File: src/rtl/integrator.sv
// Integrator: a wrapping signed accumulator with a registered valid/ready
// output flag. This is the integrator stage of a CIC filter. The running sum
// must wrap modulo 2^WordLengthBits. It must not saturate.
module integrator #(
    parameter int unsigned WordLengthBits = 16
) (
    input  logic                      clk,
    input  logic                      rst,
    input  logic [WordLengthBits-1:0] in,
    input  logic                      in_valid,
    output logic [WordLengthBits-1:0] out,
    output logic                      out_valid,
    input  logic                      out_ready
);

    logic [WordLengthBits-1:0] acc_q, acc_d;
    logic                      out_valid_q, out_valid_d;

    // Next accumulator value: add the accepted sample, wrapping at full width.
    always_comb begin
        acc_d = acc_q;
        if (in_valid) begin
            acc_d = acc_q + in;
        end
    end

    // Next valid flag. A new sample takes priority over a consumer take, so
    // a simultaneous accept and take leaves a fresh result pending.
    always_comb begin
        out_valid_d = out_valid_q;
        if (in_valid) begin
            out_valid_d = 1'b1;
        end else if (out_ready) begin
            out_valid_d = 1'b0;
        end
    end

    // State registers with synchronous active-high reset.
    always_ff @(posedge clk) begin
        if (rst) begin
            acc_q       <= '0;
            out_valid_q <= 1'b0;
        end else begin
            acc_q       <= acc_d;
            out_valid_q <= out_valid_d;
        end
    end

    assign out       = acc_q;
    assign out_valid = out_valid_q;

endmodule

File: config.mk
export PLATFORM = sky130hd
export DESIGN_NAME = integrator
export DESIGN_NICKNAME = d
export VERILOG_FILES = /design/src/rtl/integrator.sv
export SDC_FILE = /design/constraint.sdc
export NUM_CORES = 1
export LEC_CHECK = 0
export CORE_MARGIN = 5
export CORE_UTILIZATION = 45
export DETAILED_ROUTE_END_ITERATION = 7
export DONT_BUFFER_PORTS = 1
export PLACE_DENSITY_LB_ADDON = 0.08
export SLEW_MARGIN = 20
export SYNTH_ARGS = -nofsm -noshare
export SYNTH_HDL_FRONTEND = slang
export SYNTH_SLANG_ARGS = --single-unit
export TNS_END_PERCENT = 5
File: constraint.sdc
create_clock -name clk -period 3.36 [get_ports clk]
set_input_delay 0.168 -clock clk [delete_from_list [all_inputs] [get_ports clk]]
set_output_delay 0.168 -clock clk [all_outputs]
set_load 0.02 [all_outputs]
==> results.yml <==
status:
  status: "complete, no violations"
grt:
  grt_max_degree: 26
  overflow: 0
  grt_pass1_vias: 1188
  grt_pass1_wl_mm: 5.506
  antenna_found_initial: 0
  groute.usage.overall_pct: 16.59
floorplanning:
  core_mm2: 0.002978
  rows: 20
  initial_core_util_pct: 45.88
  pin_count: 37
  dieWidth_um: 65.10
  die_area_mm2: 0.004238
  die_height_um: 65.10
logic_synthesis:
  ys_ff_latch: 17
  syn-num-nets: 192
  ys_seq_area_share_pct: 24.91
  ys.flop_type: "dfxtp_1"
  async_flop_share_pct: 0
  syn_avg_cell_area_um2: 8.758
  synth-edff-count: 0
  ys_warn_count: 0
  synth.distinct_cells: 49
  netlist_instances: 156
  synthesis.area_mm2: 0.001366
clock_tree:
  numCtsBuffers: 3
  root_buffer: "clkbuf_4"
  insertion_delay_ps: 290
  path_clk_slew_ps: 110
  cts_setup_buffers: 0
  max-clock-path-buffers: 2
  tritoncts: "yes"
  cts-htree-levels: 1
  numClockSinks: 17
route:
  firstDrtPassIters: 4
  drt-total-wl_mm: 3.278
  vias: 1140
  avgViaCountPerCell: 6.064
  drt_iter0_drc: 39
  drt-wirelength-per-cell_um: 17.44
  detail-route-antenna-nets: 0
  drc: 0
worst_setup_path:
  reg2reg_from: "out[0]$_SDFFE_PP0P_"
  cp_max_fo: 3
  crit_type: "flop to flop"
  ff2ff_setup_slack_ps: 820
  r2r-end: "out[12]$_SDFFE_PP0P_"
  cp.required_ps: 3540
  cp-start-kind: "flop"
  arrival_ps: 2710
  rr_worst_depth: 8
  crit_path_end_kind: "flop"
flow_run:
  max_cap_viol_count: 0
placed_design:
  dp_hpwl_mm: 2.402
  place_area_mm2: 0.001379
  placed_cells: 182
  globalplace.congestion: 0.7769
  io_buffers: 0
sta:
  min_period_ps: 2538
  drv_slew: 0
  setup_viol: 0
  finalSetupTns_ps: 0
  clock_skew_ps: 6.745
  tightest_slew_ps: 589.8
  slew_headroom_pct: 60.55
  hold_viol_final: 0
  fmax_ghz: 0.3941
  period_share_pct: 75.53
  rsz0062_at_grt: "no"
power_and_ir_drop:
  ir_worst_vdd_uv: 282.4
  finalPower_w: 0.0007088
  power_density_mw_per_mm2: 496.9
  static-leakage-power_nw: 0.6351
cells_and_area:
  layout-drive-gt1-share_pct: 7.742
  final_nets: 192
  diodes: 0
  finalInstanceArea_mm2: 0.001426
  synthToLayoutAreaGrowth_pct: 4.396
  final_cells: 188
min_path:
  min_path_cells: 2
  whs_endpoint: "out[3]$_SDFFE_PP0P_"
  hold_start: "in_valid"
  hp-class: "input pin to flop"
## layer usage
| metal | global-route usage, % | wire, um | vias to the layer above |
|---|---|---|---|
| met4 | 5.699 | 44 | 0 |
| li1 | - | - | 583 |
| met1 | 19.54 | 1436 | 535 |
| met3 | 4.103 | 138 | 4 |
| met2 | 29.25 | 1658 | 18 |
| met5 | 0 | 0 | - |
## kinds of logic after synthesis
family,Yosys count,synth area share [%]
AOI/OAI and AO/OA,46,25.73
xor gates and xnor gates,9,5.769
adders and majority gates,16,15.20
buffers and inverters,9,2.656
DFF,17,24.91
and+or+nand+nor,51,19.78
muxes,8,5.953
## synthesized netlist by cell type, types with 2 or more instances
library cell,number,area [um^2]
dfxtp_1,17,340.3
nor2_1,17,63.81
ha_1,15,187.7
a21oi_1,9,45.04
nand2_1,8,30.03
mux2i_1,7,70.07
o21ai_0,7,35.03
a21o_1,5,37.54
clkbuf_1,5,18.77
nand2b_1,5,31.28
xnor2_1,5,43.79
nor3b_1,4,30.03
xor2_1,4,35.03
nand3_1,3,15.01
a211oi_1,2,15.01
a21boi_0,2,15.01
a221oi_2,2,30.03
buf_2,2,10.01
inv_1,2,7.510
nand4_1,2,12.51
o2111ai_1,2,17.52
o21a_1,2,15.01
o22ai_1,2,12.51
or3_1,2,12.51
## cell type report
class                      count  area, um^2
fill                         306        1551
multi-input combinational    130       989.7
sequential                    17       340.3
tap                           33       41.29
clock buffer                   3       22.52
timing repair buffer           2       20.02
inverter                       2       7.507
clock inverter                 1       5.005
## critical path, stage by stage (launching register included)
cell and delay (ps):
dfxtp_1 400, ha_1 250, fa_1 420, a21o_1 220, a311o_1 380, a21bo_1 210, a221oi_2 290, or4b_1 150
o311ai_1 90
## cells in the final DEF, fill, tap and decap left out, types with 2 or more instances in the layout
cell / netlist / final
a21oi_1: 9 / 9
o22ai_1: 2 / 2
dfxtp_1: 17 / 17
nor3b_1: 4 / 4
o21ai_0: 7 / 7
or3_1: 2 / 2
o21a_1: 2 / 2
mux2i_1: 7 / 7
nand2_1: 8 / 8
xor2_1: 4 / 4
clkbuf_4: 0 / 3
a21boi_0: 2 / 2
xnor2_1: 5 / 5
nand2b_1: 5 / 5
inv_1: 2 / 2
nand3_1: 3 / 3
o2111ai_1: 2 / 2
dlygate4sd3_1: 0 / 2
a21o_1: 5 / 5
nor2_1: 17 / 17
ha_1: 15 / 15
a211oi_1: 2 / 2
a221oi_2: 2 / 2
nand4_1: 2 / 2
## worst max path at each step
stage / end / depth (start not counted) / startpoint
final: out[12]$_SDFFE_PP0P_ / 8 / out[0]$_SDFFE_PP0P_
after global routing: out[12]$_SDFFE_PP0P_ / 8 / out[0]$_SDFFE_PP0P_
after CTS: out[12]$_SDFFE_PP0P_ / 8 / out[0]$_SDFFE_PP0P_
after detailed placement: out[12]$_SDFFE_PP0P_ / 8 / out[0]$_SDFFE_PP0P_
after global placement: out[14]$_SDFFE_PP0P_ / 8 / out[0]$_SDFFE_PP0P_
after floorplan: out[12]$_SDFFE_PP0P_ / 8 / out[0]$_SDFFE_PP0P_
## per-stage QoR
| stage | util [%] | setup WS [ps] | hold slack, ps |
|---|---|---|---|
| finish | 47.90 | 822.3 | 31.40 |
| global placement | 46.30 | 912.0 | 244.5 |
| detailed placement | 46.30 | 854.5 | 247.4 |
| global route | 47.90 | 722.2 | 17.69 |
| CTS | 47.90 | 822.9 | 20.82 |
| floorplan | - | 1006 | 350.7 |
## power breakdown
part	switching, W	total, W	internal (W)
clock	0.0000698	0.000114	0.0000443
sequential	0.0000679	0.000301	0.000233
combinational	0.000157	0.000293	0.000137
## sequential cells by signal, summed over array words and instances (netlist names)
| register | flops |
|---|---|
| out_valid | 1 |
| out | 16 |
## timing repair
item,in CTS,in global routing
gates resized for setup,0,0
endpoints found under the hold margin,14,0
hold buffers,2,0
Power figures use the tool's default switching activity.
